<file path="src/rtl/fetch_stage_if.sv">
// +------------------------------------------------------------------+
// | fetch_stage_if : instruction-memory request/response bus          |
// | Rev 1.0                                                           |
// +------------------------------------------------------------------+
`default_nettype none

interface fetch_stage_if #(
  parameter int unsigned PC_WIDTH = 32
);
  logic                Imem_req;
  logic [PC_WIDTH-1:0] Imem_addr;
  logic                Imem_ready;
  logic                Imem_rvalid;
  logic [31:0]         Imem_rdata;

  modport master (
    output Imem_req,
    output Imem_addr,
    input  Imem_ready,
    input  Imem_rvalid,
    input  Imem_rdata
  );

  modport slave (
    input  Imem_req,
    input  Imem_addr,
    output Imem_ready,
    output Imem_rvalid,
    output Imem_rdata
  );
endinterface

`default_nettype wire

</file>
<file path="src/rtl/fetch_stage.sv">
// +------------------------------------------------------------------+
// | fetch_stage : RV32I IF stage, PC + single-outstanding fetch + IF  |
// | pipeline register with one-word stall buffer.  Rev 1.0            |
// +------------------------------------------------------------------+
`default_nettype none

module fetch_stage #(
  parameter int unsigned         PC_WIDTH  = 32,
  parameter logic [PC_WIDTH-1:0] RESET_PC  = '0,
  parameter logic [31:0]         NOP_INSTR = 32'h0000_0013
) (
  input  wire logic                clk,
  input  wire logic                rst_n,
  fetch_stage_if.master            imem,
  input  wire logic                Stall,
  input  wire logic                IF_ID_Flush,
  input  wire logic                EX_PC_Branch,
  input  wire logic [PC_WIDTH-1:0] EX_Branch_target,
  input  wire logic                ID_Jump,
  input  wire logic [PC_WIDTH-1:0] ID_Jump_target,
  output logic      [31:0]         IF_Instruction,
  output logic      [PC_WIDTH-1:0] IF_PC,
  output logic                     IF_Valid
);

  localparam logic [PC_WIDTH-1:0] PC_STEP = PC_WIDTH'(4);

  typedef enum logic [1:0] {
    S_IDLE    = 2'd0,
    S_FETCH   = 2'd1,
    S_WAIT    = 2'd2,
    S_DISCARD = 2'd3
  } state_t;

  state_t              state_q, state_d;
  logic [PC_WIDTH-1:0] pc_q, pc_d;
  logic [PC_WIDTH-1:0] req_pc_q, req_pc_d;
  logic [31:0]         hold_instr_q, hold_instr_d;
  logic [PC_WIDTH-1:0] hold_pc_q, hold_pc_d;
  logic                hold_valid_q, hold_valid_d;
  logic [31:0]         if_instr_q, if_instr_d;
  logic [PC_WIDTH-1:0] if_pc_q, if_pc_d;
  logic                if_valid_q, if_valid_d;

  logic                w_redirect;
  logic [PC_WIDTH-1:0] w_target;
  logic                w_req;
  logic                w_handshake;
  logic                w_deliver;

  // Request depends only on registered state so the memory never sees a comb loop.
  assign w_req          = (state_q == S_FETCH) && !hold_valid_q;
  assign w_handshake    = w_req && imem.Imem_ready;
  assign w_redirect     = EX_PC_Branch || ID_Jump;
  assign w_target       = EX_PC_Branch ? EX_Branch_target : ID_Jump_target;
  assign w_deliver      = (state_q == S_WAIT) && imem.Imem_rvalid && !w_redirect && !IF_ID_Flush;

  assign imem.Imem_req  = w_req;
  assign imem.Imem_addr = pc_q;
  assign IF_Instruction = if_instr_q;
  assign IF_PC          = if_pc_q;
  assign IF_Valid       = if_valid_q;

  always_comb begin
    state_d  = state_q;
    pc_d     = pc_q;
    req_pc_d = req_pc_q;
    case (state_q)
      S_IDLE:  state_d = S_FETCH;
      S_FETCH: begin
        if (w_handshake) begin
          req_pc_d = pc_q;
          pc_d     = pc_q + PC_STEP;
          state_d  = w_redirect ? S_DISCARD : S_WAIT;
        end
      end
      S_WAIT: begin
        if (imem.Imem_rvalid) state_d = S_FETCH;
        else if (w_redirect)  state_d = S_DISCARD;
      end
      S_DISCARD: begin
        if (imem.Imem_rvalid) state_d = S_FETCH;
      end
      default: state_d = S_IDLE;
    endcase
    if (w_redirect) pc_d = w_target;
  end

  always_comb begin
    if_instr_d   = if_instr_q;
    if_pc_d      = if_pc_q;
    if_valid_d   = if_valid_q;
    hold_instr_d = hold_instr_q;
    hold_pc_d    = hold_pc_q;
    hold_valid_d = hold_valid_q;
    if (IF_ID_Flush) begin
      if_instr_d   = NOP_INSTR;
      if_valid_d   = 1'b0;
      hold_valid_d = 1'b0;
    end else if (Stall) begin
      if (w_deliver) begin
        hold_instr_d = imem.Imem_rdata;
        hold_pc_d    = req_pc_q;
        hold_valid_d = 1'b1;
      end
    end else if (hold_valid_q) begin
      if_instr_d   = hold_instr_q;
      if_pc_d      = hold_pc_q;
      if_valid_d   = 1'b1;
      hold_valid_d = w_deliver;
      if (w_deliver) begin
        hold_instr_d = imem.Imem_rdata;
        hold_pc_d    = req_pc_q;
      end
    end else if (w_deliver) begin
      if_instr_d = imem.Imem_rdata;
      if_pc_d    = req_pc_q;
      if_valid_d = 1'b1;
    end else begin
      if_instr_d = NOP_INSTR;
      if_valid_d = 1'b0;
    end
  end

  always_ff @(posedge clk or negedge rst_n) begin
    if (!rst_n) begin
      state_q      <= S_IDLE;
      pc_q         <= RESET_PC;
      req_pc_q     <= RESET_PC;
      hold_instr_q <= NOP_INSTR;
      hold_pc_q    <= RESET_PC;
      hold_valid_q <= 1'b0;
      if_instr_q   <= NOP_INSTR;
      if_pc_q      <= RESET_PC;
      if_valid_q   <= 1'b0;
    end else begin
      state_q      <= state_d;
      pc_q         <= pc_d;
      req_pc_q     <= req_pc_d;
      hold_instr_q <= hold_instr_d;
      hold_pc_q    <= hold_pc_d;
      hold_valid_q <= hold_valid_d;
      if_instr_q   <= if_instr_d;
      if_pc_q      <= if_pc_d;
      if_valid_q   <= if_valid_d;
    end
  end

endmodule

`default_nettype wire

</file>
<file path="src/flat_wrapper.sv">
// flat-port wrapper written by rule: the top's interface ports become plain ports
module fetch_stage_flat 
#(
  parameter int unsigned         PC_WIDTH  = 32,
  parameter logic [PC_WIDTH-1:0] RESET_PC  = '0,
  parameter logic [31:0]         NOP_INSTR = 32'h0000_0013
)
  (clk, rst_n, Stall, IF_ID_Flush, EX_PC_Branch, EX_Branch_target, ID_Jump, ID_Jump_target, IF_Instruction, IF_PC, IF_Valid, imem_Imem_req, imem_Imem_addr, imem_Imem_ready, imem_Imem_rvalid, imem_Imem_rdata);
  fetch_stage_if #(.PC_WIDTH(PC_WIDTH)) imem_i ();
  input  wire logic clk;
  input  wire logic rst_n;
  input  wire logic Stall;
  input  wire logic IF_ID_Flush;
  input  wire logic EX_PC_Branch;
  input  wire logic [PC_WIDTH-1:0] EX_Branch_target;
  input  wire logic ID_Jump;
  input  wire logic [PC_WIDTH-1:0] ID_Jump_target;
  output logic      [31:0] IF_Instruction;
  output logic      [PC_WIDTH-1:0] IF_PC;
  output logic IF_Valid;
  output wire logic [$bits(imem_i.Imem_req)-1:0] imem_Imem_req;
  output wire logic [$bits(imem_i.Imem_addr)-1:0] imem_Imem_addr;
  input wire logic [$bits(imem_i.Imem_ready)-1:0] imem_Imem_ready;
  input wire logic [$bits(imem_i.Imem_rvalid)-1:0] imem_Imem_rvalid;
  input wire logic [$bits(imem_i.Imem_rdata)-1:0] imem_Imem_rdata;
  assign imem_Imem_req = imem_i.Imem_req;
  assign imem_Imem_addr = imem_i.Imem_addr;
  assign imem_i.Imem_ready = imem_Imem_ready;
  assign imem_i.Imem_rvalid = imem_Imem_rvalid;
  assign imem_i.Imem_rdata = imem_Imem_rdata;
  fetch_stage #(.PC_WIDTH(PC_WIDTH), .RESET_PC(RESET_PC), .NOP_INSTR(NOP_INSTR)) u_core (.clk(clk), .rst_n(rst_n), .imem(imem_i), .Stall(Stall), .IF_ID_Flush(IF_ID_Flush), .EX_PC_Branch(EX_PC_Branch), .EX_Branch_target(EX_Branch_target), .ID_Jump(ID_Jump), .ID_Jump_target(ID_Jump_target), .IF_Instruction(IF_Instruction), .IF_PC(IF_PC), .IF_Valid(IF_Valid));
endmodule
</file>
<file path="config.mk">
export PLATFORM = sky130hd
export DESIGN_NAME = fetch_stage_flat
export DESIGN_NICKNAME = d
export VERILOG_FILES = /design/src/rtl/fetch_stage_if.sv /design/src/rtl/fetch_stage.sv /design/src/flat_wrapper.sv
export SDC_FILE = /design/constraint.sdc
export NUM_CORES = 1
export LEC_CHECK = 0
export BUFFER_PORTS_ARGS = -buffer_cell sky130_fd_sc_hd__buf_2
export CAP_MARGIN = 10
export CORE_MARGIN = 2
export CORE_UTILIZATION = 36
export CTS_CLUSTER_DIAMETER = 30
export DETAILED_ROUTE_END_ITERATION = 8
export HOLD_SLACK_MARGIN = 0.08
export SLEW_MARGIN = 20
export SYNTH_ARGS = -nofsm -noshare
export SYNTH_HDL_FRONTEND = slang
export SYNTH_SLANG_ARGS = --single-unit
</file>
<file path="constraint.sdc">
create_clock -name clk -period 5.9 [get_ports clk]
set_input_delay 1.18 -clock clk [delete_from_list [all_inputs] [get_ports clk]]
set_output_delay 1.18 -clock clk [all_outputs]
set_load 0.005 [all_outputs]
</file>
==> report_table.html <==
<table>
<tr><th>Metric</th><th>Value</th></tr>
<tr><th colspan="2">Synthesis</th></tr>
<tr><td>Largest cells by area after synthesis</td><td>sky130_fd_sc_hd__dfrtp_1 (53%), sky130_fd_sc_hd__mux2_2 (8.7%), sky130_fd_sc_hd__nand2_1 (5.8%)</td></tr>
<tr><td>XOR/XNOR Fraction of Synth Area</td><td>0.1944%</td></tr>
<tr><td>Netlist area before placement</td><td>roughly 0.0090 mm2</td></tr>
<tr><td>Cell accounting for the most synthesized area</td><td>sky130_fd_sc_hd__dfrtp_1</td></tr>
<tr><td>Sequential area share after synthesis</td><td>a little over half</td></tr>
<tr><td>Most instantiated cells after synthesis</td><td>sky130_fd_sc_hd__dfrtp_1 (190), sky130_fd_sc_hd__nand2_1 (139), sky130_fd_sc_hd__mux2_2 (70), sky130_fd_sc_hd__o21ai_0 (54), sky130_fd_sc_hd__nor2b_1 (46)</td></tr>
<tr><td>Synth Area in Compound Gates</td><td>12.48%</td></tr>
<tr><td>Most numerous cell in the Yosys netlist</td><td>sky130_fd_sc_hd__dfrtp_1</td></tr>
<tr><td>Proportion of synthesized area in mux cells</td><td>between 10% and 20%</td></tr>
<tr><td>Number of synthesized register bits</td><td>between 150 and 200</td></tr>
<tr><td>Async set-or-reset flop fraction in the synthesized netlist</td><td>100.0%</td></tr>
<tr><td>Net count after synthesis</td><td>~940</td></tr>
<tr><td>Area share of and/or/nand/nor cells after synthesis</td><td>between 10% and 20%</td></tr>
<tr><td>Combinational family with the most area after synthesis</td><td>simple AND/OR/NAND/NOR gates</td></tr>
<tr><td>Number of enable-type register cells in the synthesized netlist</td><td>0</td></tr>
<tr><td>Number of warnings reported in the yosys synthesis log</td><td>0</td></tr>
<tr><td>Yosys top cell area share</td><td>between 50% and 60%</td></tr>
<tr><td>Mapped Cells</td><td>approximately 830</td></tr>
<tr><td>Avg Inst Size Synth</td><td>around 11 um2</td></tr>
<tr><td>Netlist cell types</td><td>48</td></tr>
<tr><td>Top_reg_cell synth</td><td>sky130_fd_sc_hd__dfrtp_1</td></tr>
<tr><td>Post-Synth Adder-Cell Area</td><td>0.5555%</td></tr>
<tr><th colspan="2">Power and ir drop</th></tr>
<tr><td>Worst IR drop on VDD</td><td>132.9 uV</td></tr>
<tr><td>Static Leakage</td><td>between 5 and 6 nW</td></tr>
<tr><td>Ratio of total power to cell area</td><td>about 350 mW/mm2</td></tr>
<tr><th colspan="2">Drt</th></tr>
<tr><td>Uppermost signal routing layer after detailed routing</td><td>met4</td></tr>
<tr><td>First-pass DRT Iterations</td><td>5</td></tr>
<tr><td>Met3 layer wire length in the routed design</td><td>roughly 1.6 mm</td></tr>
<tr><td>Routed len/inst</td><td>17.19 um</td></tr>
<tr><td>Number of routed nets with antenna violations</td><td>0</td></tr>
<tr><td>M1 wire length</td><td>between 10 and 15 mm</td></tr>
<tr><td>Via/cell ratio</td><td>5.259</td></tr>
<tr><td>Wire length on met2</td><td>a little under 10 mm</td></tr>
<tr><td>Number of design-rule violations left by the first detailed-router iteration</td><td>529</td></tr>
<tr><td>Total wire length</td><td>~23 mm</td></tr>
<tr><td>Via count</td><td>between 7k and 8k</td></tr>
<tr><td>DRC Markers</td><td>0</td></tr>
<tr><th colspan="2">Finish</th></tr>
<tr><td>Area taken by multi-input logic gates</td><td>0.003834 mm2</td></tr>
<tr><td>Area growth syn-to-layout</td><td>20.93%</td></tr>
<tr><td>Count of fill cells added during filler insertion</td><td>around 2.4k</td></tr>
<tr><td>Total inserted antenna cells</td><td>0</td></tr>
<tr><td>Storage cell area</td><td>~0.005 mm2</td></tr>
<tr><td>Final nets</td><td>roughly 1.1k</td></tr>
<tr><td>Layout cell share with drive strength beyond 1</td><td>between 30% and 40%</td></tr>
<tr><td>Fraction of the core area covered by cells at the end of the flow</td><td>about 45%</td></tr>
<tr><th colspan="2">Job</th></tr>
<tr><td>Max cap viols</td><td>0</td></tr>
<tr><th colspan="2">STA</th></tr>
<tr><td>Setup violators final</td><td>0</td></tr>
<tr><td>Smallest hold slack</td><td>between 0.4 and 0.5 ns</td></tr>
<tr><td>RSZ-0062 raised after global routing</td><td>no</td></tr>
<tr><td>TNS Setup</td><td>0 ns</td></tr>
<tr><td>Final critical-path required period</td><td>3.261 ns</td></tr>
<tr><td>Largest clock skew in the final design</td><td>approximately 0.013 ns</td></tr>
<tr><td>Fin. max-slew vios</td><td>0</td></tr>
<tr><td>Setup slack after layout</td><td>about 2.6 ns</td></tr>
<tr><td>Worst-margin pin slew</td><td>about 0.9 ns</td></tr>
<tr><td>Count of final hold-check violations</td><td>0</td></tr>
<tr><td>Highest achievable clock rate</td><td>0.3067 GHz</td></tr>
<tr><td>Ratio of final minimum period to clock period</td><td>55.27%</td></tr>
<tr><td>Slew HR</td><td>roughly two fifths</td></tr>
<tr><th colspan="2">Placement</th></tr>
<tr><td>Place WS</td><td>about 2.4 ns</td></tr>
<tr><td>IO Port Bufs</td><td>201</td></tr>
<tr><td>Final weighted congestion in routability-driven placement</td><td>0.8295</td></tr>
<tr><td>Half-perimeter wire length after placement</td><td>between 15 and 20 mm</td></tr>
<tr><th colspan="2">Clock tree</th></tr>
<tr><td>H-Tree Level Count</td><td>4</td></tr>
<tr><td>Number of setup buffers added after CTS</td><td>0</td></tr>
<tr><td>Post-CTS Hold Buffers</td><td>0</td></tr>
<tr><td>Clock Tree Buf Depth</td><td>2</td></tr>
<tr><td>TritonCTS Buffers</td><td>17</td></tr>
<tr><td>CTS tree</td><td>yes</td></tr>
<tr><td>Clk_lat worst skew</td><td>between 0.4 and 0.5 ns</td></tr>
<tr><td>Clock transition at path regs</td><td>roughly 0.06 ns</td></tr>
<tr><td>Sink Count</td><td>between 150 and 200</td></tr>
<tr><td>Post_cts resized</td><td>0</td></tr>
<tr><td>Root buf cell</td><td>sky130_fd_sc_hd__clkbuf_16</td></tr>
<tr><th colspan="2">Global route</th></tr>
<tr><td>Remaining global-route overflow</td><td>0</td></tr>
<tr><td>Number of antenna violations at the first check in global routing</td><td>0</td></tr>
<tr><td>Via count of the first global-routing pass</td><td>6887</td></tr>
<tr><td>Global-route wire length before repair</td><td>approximately 38 mm</td></tr>
<tr><td>Pin count of the biggest net entering global routing</td><td>110</td></tr>
<tr><td>Gr usage total</td><td>between 15 and 20%</td></tr>
<tr><th colspan="2">Critical path</th></tr>
<tr><td>R2r setup slk</td><td>2.91 ns</td></tr>
<tr><td>Critical path arrival</td><td>approximately 2.1 ns</td></tr>
<tr><td>Delay of the slowest cell on the worst path</td><td>between 0.7 and 0.8 ns</td></tr>
<tr><td>Cell at the slowest stage of the critical path</td><td>sky130_fd_sc_hd__dfrtp_4</td></tr>
<tr><td>CP top delay family</td><td>buffers and inverters</td></tr>
<tr><td>Startpoint class of the critical path</td><td>register</td></tr>
<tr><td>Series of cell instances along the critical path</td><td>buf_4, nor2b_1, buf_2</td></tr>
<tr><td>Crit path kind</td><td>reg -&gt; out</td></tr>
<tr><td>Crit end category</td><td>primary output</td></tr>
<tr><td>Crit path max fanout</td><td>38</td></tr>
<tr><td>Worst path buffer plus inverter count</td><td>2</td></tr>
<tr><td>Worst Path Required</td><td>4.72 ns</td></tr>
<tr><th colspan="2">Die</th></tr>
<tr><td>I/O pin cnt</td><td>roughly 200</td></tr>
<tr><td>Die Height</td><td>around 160 um</td></tr>
<tr><td>Core region area</td><td>approximately 0.024 mm2</td></tr>
<tr><td>Row Count</td><td>between 50 and 60</td></tr>
<tr><td>Total Die Area</td><td>around 0.026 mm2</td></tr>
<tr><td>Initial standard-cell utilization of the core</td><td>between 30% and 40%</td></tr>
<tr><td>Horizontal die dimension</td><td>between 150 and 200 um</td></tr>
<tr><th colspan="2">Status</th></tr>
<tr><td>Status</td><td>finished clean</td></tr>
<tr><th colspan="2">Hold path</th></tr>
<tr><td>Hold Crit Class</td><td>reg -&gt; reg</td></tr>
</table>
-- report_power, final --
part / total (W) / switching [W] / internal, W
Combinational: 0.000808 / 0.000435 / 0.000373
Sequential: 0.00188 / 0.000222 / 0.00166
Clock: 0.00115 / 0.000528 / 0.000617
-- kinds of logic (layout without fill, tap and decap cells) --
| family | after synthesis | in the layout |
|---|---|---|
| buffers and inverters | 69 | 254 |
| xor gates and xnor gates | 2 | 2 |
| muxes | 111 | 111 |
| AOI/OAI and AO/OA | 165 | 165 |
| DFF | 196 | 196 |
| and+or+nand+nor | 287 | 287 |
| adders and majority gates | 4 | 4 |
-- through the flow --
| step | total power [W] | cell area (um2) | cells |
|---|---|---|---|
| final | 0.003836 | 10900 | 1343 |
| after global placement | 0.002709 | 10290 | 1310 |
| after floorplan | 0.002351 | 9010 | 834 |
| after global routing | 0.004095 | 10900 | 1343 |
| after detailed placement | 0.002735 | 10290 | 1310 |
| after CTS | 0.003892 | 10870 | 1342 |
-- metal layers --
metal  up-vias  GRT usage [%]
li1       3386              -
met1      3378          26.66
met2       279          26.87
met3        20          4.060
met4         0          4.827
met5         -              0
-- tightest hold or removal path, cell delays in order (launching register included) --
cell,delay [ns]
sky130_fd_sc_hd__dfrtp_1,0.34
sky130_fd_sc_hd__nand2_1,0.04
sky130_fd_sc_hd__o21ai_0,0.06
-- state kept, by name, summed over array words and instances, names as in the netlist --
register	count
u_core.hold_instr_q	32
u_core.imem.Imem_addr	32
u_core.req_pc_q	32
u_core.state_q	2
u_core.IF_Valid	1
u_core.IF_PC	32
u_core.hold_valid_q	1
u_core.IF_Instruction	32
u_core.hold_pc_q	32
-- cells in the final DEF, fill, tap and decap left out, types with 5 or more instances in the layout --
cell type and n:
sky130_fd_sc_hd__a211oi_1 16, sky130_fd_sc_hd__a21oi_1 9, sky130_fd_sc_hd__a221oi_1 30, sky130_fd_sc_hd__a22oi_1 9, sky130_fd_sc_hd__a2bb2oi_1 5, sky130_fd_sc_hd__a31oi_1 13
sky130_fd_sc_hd__buf_2 200, sky130_fd_sc_hd__buf_4 8, sky130_fd_sc_hd__clkbuf_16 17, sky130_fd_sc_hd__dfrtp_1 189, sky130_fd_sc_hd__dfstp_2 6, sky130_fd_sc_hd__inv_1 11
sky130_fd_sc_hd__mux2_2 70, sky130_fd_sc_hd__mux2i_1 41, sky130_fd_sc_hd__nand2_1 139, sky130_fd_sc_hd__nand3_1 7, sky130_fd_sc_hd__nand4_1 8, sky130_fd_sc_hd__nor2_1 10
sky130_fd_sc_hd__nor2b_1 46, sky130_fd_sc_hd__nor3_1 31, sky130_fd_sc_hd__nor4_1 5, sky130_fd_sc_hd__o21ai_0 54, sky130_fd_sc_hd__o31ai_1 13, sky130_fd_sc_hd__or3_1 6
sky130_fd_sc_hd__or4_1 14
-- layout make-up --
type,instances,share of cell area [%]
clock buffers,21,4.226
repair buffers,211,10.30
well taps,324,3.721
multi-input cells,569,35.19
clock inverters,11,1.068
inverters,11,0.3790
flip-flops and latches,196,45.12
-- final timing paths --
path,start,endpoint,cells after the start
max,u_core.hold_valid_q,imem_Imem_req,3
min,u_core.IF_PC[13],u_core.IF_PC[13],2
max reg2reg,u_core.hold_valid_q,u_core.hold_instr_q[26],5
min reg2reg,u_core.IF_PC[13],u_core.IF_PC[13],2
max in group asynchronous,rst_n,u_core.hold_pc_q[18],2
min in group asynchronous,rst_n,u_core.IF_Instruction[8],1
(Power assumes the default switching activity.)
